File: src/rtl/conv2_pkg.sv
// Shared parameters and the pixel record passed from the shift stage to the pixel buffer.
package conv2_pkg;

   localparam int N_CH   = 16;
   localparam int DATA_W = 8;
   localparam int N_PIX  = 64;
   localparam int IDX_W  = $clog2(N_PIX);
   localparam int BIT_W  = $clog2(DATA_W);

   typedef struct packed {
      logic [N_CH*DATA_W-1:0] data;
      logic [IDX_W-1:0]       idx;
      logic                   last;
   } pix_t;

endpackage

File: src/rtl/conv2_deserializer_if.sv
// Serial input and pixel output bundle of the conv2 deserializer; slave = the deserializer itself.
interface conv2_deserializer_if;
   import conv2_pkg::*;

   logic [N_CH-1:0]        bit_in;
   logic                   valid_in;
   logic [N_CH*DATA_W-1:0] pix_data;
   logic                   pix_valid;
   logic                   pix_ready;
   logic [IDX_W-1:0]       pix_idx;
   logic                   pix_last;
   logic                   frame_done;
   logic                   overflow;

   modport slave (
      input  bit_in, valid_in, pix_ready,
      output pix_data, pix_valid, pix_idx, pix_last, frame_done, overflow
   );

   modport master (
      output bit_in, valid_in, pix_ready,
      input  pix_data, pix_valid, pix_idx, pix_last, frame_done, overflow
   );

endinterface

File: src/rtl/conv2_deserializer_pix_fifo.sv
// Pixel buffer with a registered head; the presented pixel still occupies its slot until popped.
module pix_fifo
   import conv2_pkg::*;
#(
   parameter int FIFO_DEPTH = 2
) (
   input  logic clk,
   input  logic rst,
   input  logic i_push,
   input  pix_t i_din,
   input  logic i_pop,
   output pix_t o_dout,
   output logic o_valid,
   output logic o_full,
   output logic o_empty
);

   localparam int             PTR_W    = $clog2(FIFO_DEPTH);
   localparam logic [PTR_W:0] CNT_FULL = (PTR_W+1)'(FIFO_DEPTH);
   localparam logic [PTR_W:0] CNT_ONE  = (PTR_W+1)'(1);

   pix_t             r_mem [FIFO_DEPTH];
   logic [PTR_W-1:0] r_rd_ptr;
   logic [PTR_W-1:0] r_wr_ptr;
   logic [PTR_W:0]   r_count;
   pix_t             r_dout;
   logic             r_valid;

   logic             w_pop;
   logic             w_push;
   logic [PTR_W-1:0] w_rd_next;

   assign o_full    = (r_count == CNT_FULL);
   assign o_empty   = (r_count == '0);
   assign w_pop     = i_pop & r_valid;
   // a pop in the same cycle frees the slot, so a push into a full buffer still lands
   assign w_push    = i_push & (~o_full | w_pop);
   assign w_rd_next = r_rd_ptr + PTR_W'(1);

   assign o_dout  = r_dout;
   assign o_valid = r_valid;

   always_ff @(posedge clk) begin
      if (w_push) r_mem[r_wr_ptr] <= i_din;
   end

   always_ff @(posedge clk or posedge rst) begin
      if (rst) begin
         r_rd_ptr <= '0;
         r_wr_ptr <= '0;
         r_count  <= '0;
         r_dout   <= '0;
         r_valid  <= 1'b0;
      end else begin
         if (w_push) r_wr_ptr <= r_wr_ptr + PTR_W'(1);
         if (w_pop)  r_rd_ptr <= w_rd_next;

         case ({w_push, w_pop})
            2'b10:   r_count <= r_count + CNT_ONE;
            2'b01:   r_count <= r_count - CNT_ONE;
            default: ;
         endcase

         // head reloads only from already-stored entries, so a fresh push shows one cycle later
         if (w_pop) begin
            r_valid <= (r_count > CNT_ONE);
            if (r_count > CNT_ONE) r_dout <= r_mem[w_rd_next];
         end else if (!r_valid) begin
            r_valid <= ~o_empty;
            if (!o_empty) r_dout <= r_mem[r_rd_ptr];
         end
      end
   end

endmodule

File: src/rtl/conv2_deserializer.sv
// Collects DATA_W serial bits per conv2 channel into pixels and hands them downstream
// through a small buffer, tracking raster position and flagging dropped pixels.
module conv2_deserializer
   import conv2_pkg::*;
#(
   parameter int FIFO_DEPTH = 2
) (
   input  logic                 clk,
   input  logic                 rst,
   conv2_deserializer_if.slave  bus
);

   logic [N_CH*DATA_W-1:0] r_sr;
   logic [BIT_W-1:0]       r_bit_cnt;
   logic [IDX_W-1:0]       r_pos_cnt;
   logic                   r_overflow;
   logic                   r_frame_done;

   logic                   w_complete;
   logic                   w_pop;
   pix_t                   w_pix;
   pix_t                   w_head;
   logic                   w_head_valid;
   logic                   w_full;
   logic                   w_empty;

   assign w_complete = bus.valid_in && (r_bit_cnt == BIT_W'(DATA_W-1));
   assign w_pop      = w_head_valid & bus.pix_ready;

   always_comb begin
      w_pix = '0;
      for (int k = 0; k < N_CH; k++) begin
         w_pix.data[k*DATA_W +: DATA_W] = {r_sr[k*DATA_W +: DATA_W-1], bus.bit_in[k]};
      end
      w_pix.idx  = r_pos_cnt;
      w_pix.last = (r_pos_cnt == IDX_W'(N_PIX-1));
   end

   always_ff @(posedge clk or posedge rst) begin
      if (rst) begin
         r_sr         <= '0;
         r_bit_cnt    <= '0;
         r_pos_cnt    <= '0;
         r_overflow   <= 1'b0;
         r_frame_done <= 1'b0;
      end else begin
         r_frame_done <= w_pop & w_head.last;
         if (w_complete & w_full & ~w_pop) r_overflow <= 1'b1;

         if (bus.valid_in) begin
            r_sr      <= w_pix.data;
            r_bit_cnt <= w_complete ? '0 : r_bit_cnt + BIT_W'(1);
         end

         // dropped pixels still advance the position so indices stay aligned with the producer
         if (w_complete) begin
            r_pos_cnt <= (r_pos_cnt == IDX_W'(N_PIX-1)) ? '0 : r_pos_cnt + IDX_W'(1);
         end
      end
   end

   pix_fifo #(
      .FIFO_DEPTH (FIFO_DEPTH)
   ) u_pix_fifo (
      .clk     (clk),
      .rst     (rst),
      .i_push  (w_complete),
      .i_din   (w_pix),
      .i_pop   (bus.pix_ready),
      .o_dout  (w_head),
      .o_valid (w_head_valid),
      .o_full  (w_full),
      .o_empty (w_empty)
   );

   always_ff @(posedge clk) begin
      if (!rst) assert (!(w_empty && w_head_valid));
   end

   assign bus.pix_data   = w_head.data;
   assign bus.pix_idx    = w_head.idx;
   assign bus.pix_last   = w_head.last;
   assign bus.pix_valid  = w_head_valid;
   assign bus.frame_done = r_frame_done;
   assign bus.overflow   = r_overflow;

endmodule
File: src/flat_wrapper.sv
// flat-port wrapper written by rule: the top's interface ports become plain ports
module conv2_deserializer_flat import conv2_pkg::*;
#(
   parameter int FIFO_DEPTH = 2
)
  (clk, rst, bus_bit_in, bus_valid_in, bus_pix_ready, bus_pix_data, bus_pix_valid, bus_pix_idx, bus_pix_last, bus_frame_done, bus_overflow);
  conv2_deserializer_if bus_i ();
  input  logic clk;
  input  logic rst;
  input wire logic [$bits(bus_i.bit_in)-1:0] bus_bit_in;
  input wire logic [$bits(bus_i.valid_in)-1:0] bus_valid_in;
  input wire logic [$bits(bus_i.pix_ready)-1:0] bus_pix_ready;
  output wire logic [$bits(bus_i.pix_data)-1:0] bus_pix_data;
  output wire logic [$bits(bus_i.pix_valid)-1:0] bus_pix_valid;
  output wire logic [$bits(bus_i.pix_idx)-1:0] bus_pix_idx;
  output wire logic [$bits(bus_i.pix_last)-1:0] bus_pix_last;
  output wire logic [$bits(bus_i.frame_done)-1:0] bus_frame_done;
  output wire logic [$bits(bus_i.overflow)-1:0] bus_overflow;
  assign bus_i.bit_in = bus_bit_in;
  assign bus_i.valid_in = bus_valid_in;
  assign bus_i.pix_ready = bus_pix_ready;
  assign bus_pix_data = bus_i.pix_data;
  assign bus_pix_valid = bus_i.pix_valid;
  assign bus_pix_idx = bus_i.pix_idx;
  assign bus_pix_last = bus_i.pix_last;
  assign bus_frame_done = bus_i.frame_done;
  assign bus_overflow = bus_i.overflow;
  conv2_deserializer #(.FIFO_DEPTH(FIFO_DEPTH)) u_core (.clk(clk), .rst(rst), .bus(bus_i));
endmodule
File: config.mk
export PLATFORM = sky130hd
export DESIGN_NAME = conv2_deserializer_flat
export DESIGN_NICKNAME = d
export VERILOG_FILES = /design/src/rtl/conv2_pkg.sv /design/src/rtl/conv2_deserializer_if.sv /design/src/rtl/conv2_deserializer_pix_fifo.sv /design/src/rtl/conv2_deserializer.sv /design/src/flat_wrapper.sv
export SDC_FILE = /design/constraint.sdc
export NUM_CORES = 1
export LEC_CHECK = 0
export CORE_ASPECT_RATIO = 2
export CORE_MARGIN = 2
export CORE_UTILIZATION = 52
export DETAILED_ROUTE_END_ITERATION = 6
export PLACE_DENSITY = 0.72
export SLEW_MARGIN = 20
export SYNTH_ARGS = -nofsm -noshare
export SYNTH_HDL_FRONTEND = slang
export SYNTH_SLANG_ARGS = --single-unit
File: constraint.sdc
create_clock -name clk -period 8.46 [get_ports clk]
set_clock_uncertainty 0.05 [all_clocks]
set_input_delay 1.269 -clock clk [delete_from_list [all_inputs] [get_ports clk]]
set_output_delay 1.269 -clock clk [all_outputs]
set_load 0.05 [all_outputs]
==> run metrics <==
outcome completed; worst hold path class flop to flop; fin. max-slew vios 0; final core utilization 62.3%; Site Rows around 100; hold buffers post-CTS 0; startpoint types primary input; Fmax approximately 0.25 GHz; Final Hold Vio Count 0; GRT overflow 0; CTS root buffer clkbuf_16; Crit Path Category primary input to flop; non-filler cells, final ~1.8k; Worst Tran Pin Value around 1.1 ns; Detailed Route Iter0 Violations 483; Yosys top cell by area edfxtp_1; Main synth FF type edfxtp_1; vias in the first global route around 10k; WHS ~0.42 ns; Async S/R FF share, synth between 40% and 50%; slowest stage cell, crit path nor2b_4; Static Leak just under 9 nW; Mapped Area around 19000 um2; first-pass detailed-route iteration total 6; die area 38400 um2; commonest cells after routing, fill and taps aside edfxtp_1 (270), dfrtp_1 (263), clkdlybuf4s50_1 (156); post-detail-place hpwl about 20000 um; DIE HEIGHT 275 um; Max FO, Critical Path 50; register area share after synthesis between 70% and 80%; port buffer count 157; dpl ws approximately 3.7 ns; Slowest Stage Delay on Critical Path ~0.95 ns; fillers ~2.7k; Skew-Pair Late Insertion Delay 0.55 ns; syn avg cell area 16.4 um2; CP bufs+invs 2; Wirelength per Cell between 15 and 20 um; ranking of synthesized cells by area edfxtp_1 (42%), dfrtp_1 (34%), mux2i_1 (7.1%); cell family with most CP delay simple AND/OR/NAND/NOR gates; Crit path top cell by count buf_4; H-tree depth 2; commonest non-fill, non-tap cell in the layout edfxtp_1; cell count after placement around 1.7k; Die X between 100 and 150 um; initial antenna violation count 0; CP cell instances buf_4, nand2_1, a21oi_1, nor2b_4, buf_4; Warnings, synthesis 0; pwr/cell area about 410 nW/um2; DRC Markers 0; ANT nets after route 0; CTS tree built; global-route wire length before repair ~53000 um; share of post-route cells with drive strength above 1 approximately 15%; MaxCap Viol Count 0; DR vias around 9.6k; clock buffer count from CTS 44; RSZ-0062 raised after global routing no; Total GRT Usage between 10% and 20%; fin crit period ~4.0 ns; clock sink total approximately 530; Post-Syn Nets 1194; post-synth top area share 42.4%; Final Setup Violations 0; Critical Path RT 8.59 ns; # nets final 1351; FF+latch count, synth about 530; total of cells resized after clock tree synthesis 0; Rel. slew slack between 20 and 30%; clock slew at reported path FFs 0.07 ns; Max clock buf depth 3; crit share post-route between 40% and 50%; largest net degree at the start of global routing between 100 and 150; core area ~36000 um2; Final Worst Setup Slack between 4 and 5 ns; setup TNS 0 ns; Yosys cell types 28; Synth Instances 1168; Crit. End Element flop; RePlAce Congestion 0.750; R2R setup slack between 4 and 5 ns; VDD IR max ~310 uV; buffers inserted by post-CTS timing repair 0; Post-synth EDFFs 270; Area Overhead vs Synth 18.5%; Starting Density about 53%; ant diodes 0; total wire length between 30000 and 40000 um; CP Data Arrival Time 4.18 ns; drt via density ~5.3; Ports around 160
path summary, 6_finish.rpt:
| kind | startpoint | end | cells after the start |
|---|---|---|---|
| max | bus_valid_in | u_core.u_pix_fifo.r_mem[0][125] | 5 |
| min | u_core.r_sr[30] | u_core.u_pix_fifo.r_mem[1][38] | 0 |
| max reg2reg | u_core.r_bit_cnt[0] | u_core.u_pix_fifo.r_mem[0][125] | 6 |
| min reg2reg | u_core.r_sr[30] | u_core.u_pix_fifo.r_mem[1][38] | 0 |
| max in group asynchronous | rst | u_core.u_pix_fifo.o_dout[19] | 3 |
| min in group asynchronous | rst | u_core.u_pix_fifo.o_dout[106] | 2 |
synthesized netlist by cell type (2+ instances only):
cell type  instances
mux2_2           114
a21o_1             2
buf_2             11
inv_1              7
and3_1             3
nand4_1            2
a21oi_1          140
and2_1             3
nand3_1            2
nor3_1             3
nor2_1           136
clkbuf_1          37
xnor2_1            3
mux2i_1          135
buf_4              5
nand2_1            7
dfrtp_1          263
edfxtp_1         270
o22ai_1            2
buf_1              6
ha_1               6
o21ai_0            5
logic make-up (layout without fill, tap and decap cells):
logic type,after synthesis,in the layout,share of synthesized area (%)
adders and majority gates,6,6,0.392
xor gates and xnor gates,5,5,0.268
and+or+nand+nor,157,157,3.23
DFF,533,533,76.8
muxes,249,249,13.8
buffers and inverters,66,259,1.47
AOI/OAI and AO/OA,152,152,4.07
metal layers:
metal	vias to the layer above	share of wire (%)	routed length (um)	track usage (%)
met5	-	0	0	0
met4	0	2.9	972	6.29
met1	4850	38	12600	20.1
met3	46	3.3	1090	2.50
met2	180	56	18500	33.0
li1	4550	-	-	-
state kept, by name (all words and copies together), names as in the netlist:
name                        count
u_core.u_pix_fifo.r_mem       270
u_core.u_pix_fifo.o_dout      135
u_core.r_sr                   112
u_core.r_pos_cnt                6
u_core.r_bit_cnt                3
u_core.u_pix_fifo.r_count       2
u_core.bus.frame_done           1
u_core.bus.overflow             1
u_core.u_pix_fifo.o_valid       1
u_core.u_pix_fifo.r_rd_ptr      1
u_core.u_pix_fifo.r_wr_ptr      1
metrics by stage:
step                      power, W  cell area [um2]
final                      0.00936            22700
after global routing       0.00982            22700
after CTS                  0.00947            22600
after detailed placement   0.00739            21200
after global placement     0.00730            21200
after floorplan            0.00627            19100
power by group:
group,internal (W),total (W),switching [W],leakage (nW)
Combinational,0.00124,0.00353,0.00229,2.58
Clock,0.00115,0.00206,0.000903,0.718
Sequential,0.00337,0.00377,0.000397,5.44
Total,0.00577,0.00936,0.00359,8.74
worst reg2reg max path, cell delays in order (launching register included):
cell and delay, ns:
dfrtp_1 0.37, ha_1 0.16, ha_1 0.25, nand2_1 0.23, a21oi_1 0.33, nor2b_4 0.95
buf_4 0.75
final cells by class:
type	instances	area, um2	share of cell area, %
Tap cell	454	568	2.51
Timing Repair Buffer	170	1710	7.53
Inverter	7	30.0	0.132
Clock buffer	53	1210	5.33
Clock inverter	29	274	1.21
Sequential cell	533	14700	64.8
Multi-Input combinational cell	569	4200	18.5
Power figures use the tool's default switching activity.
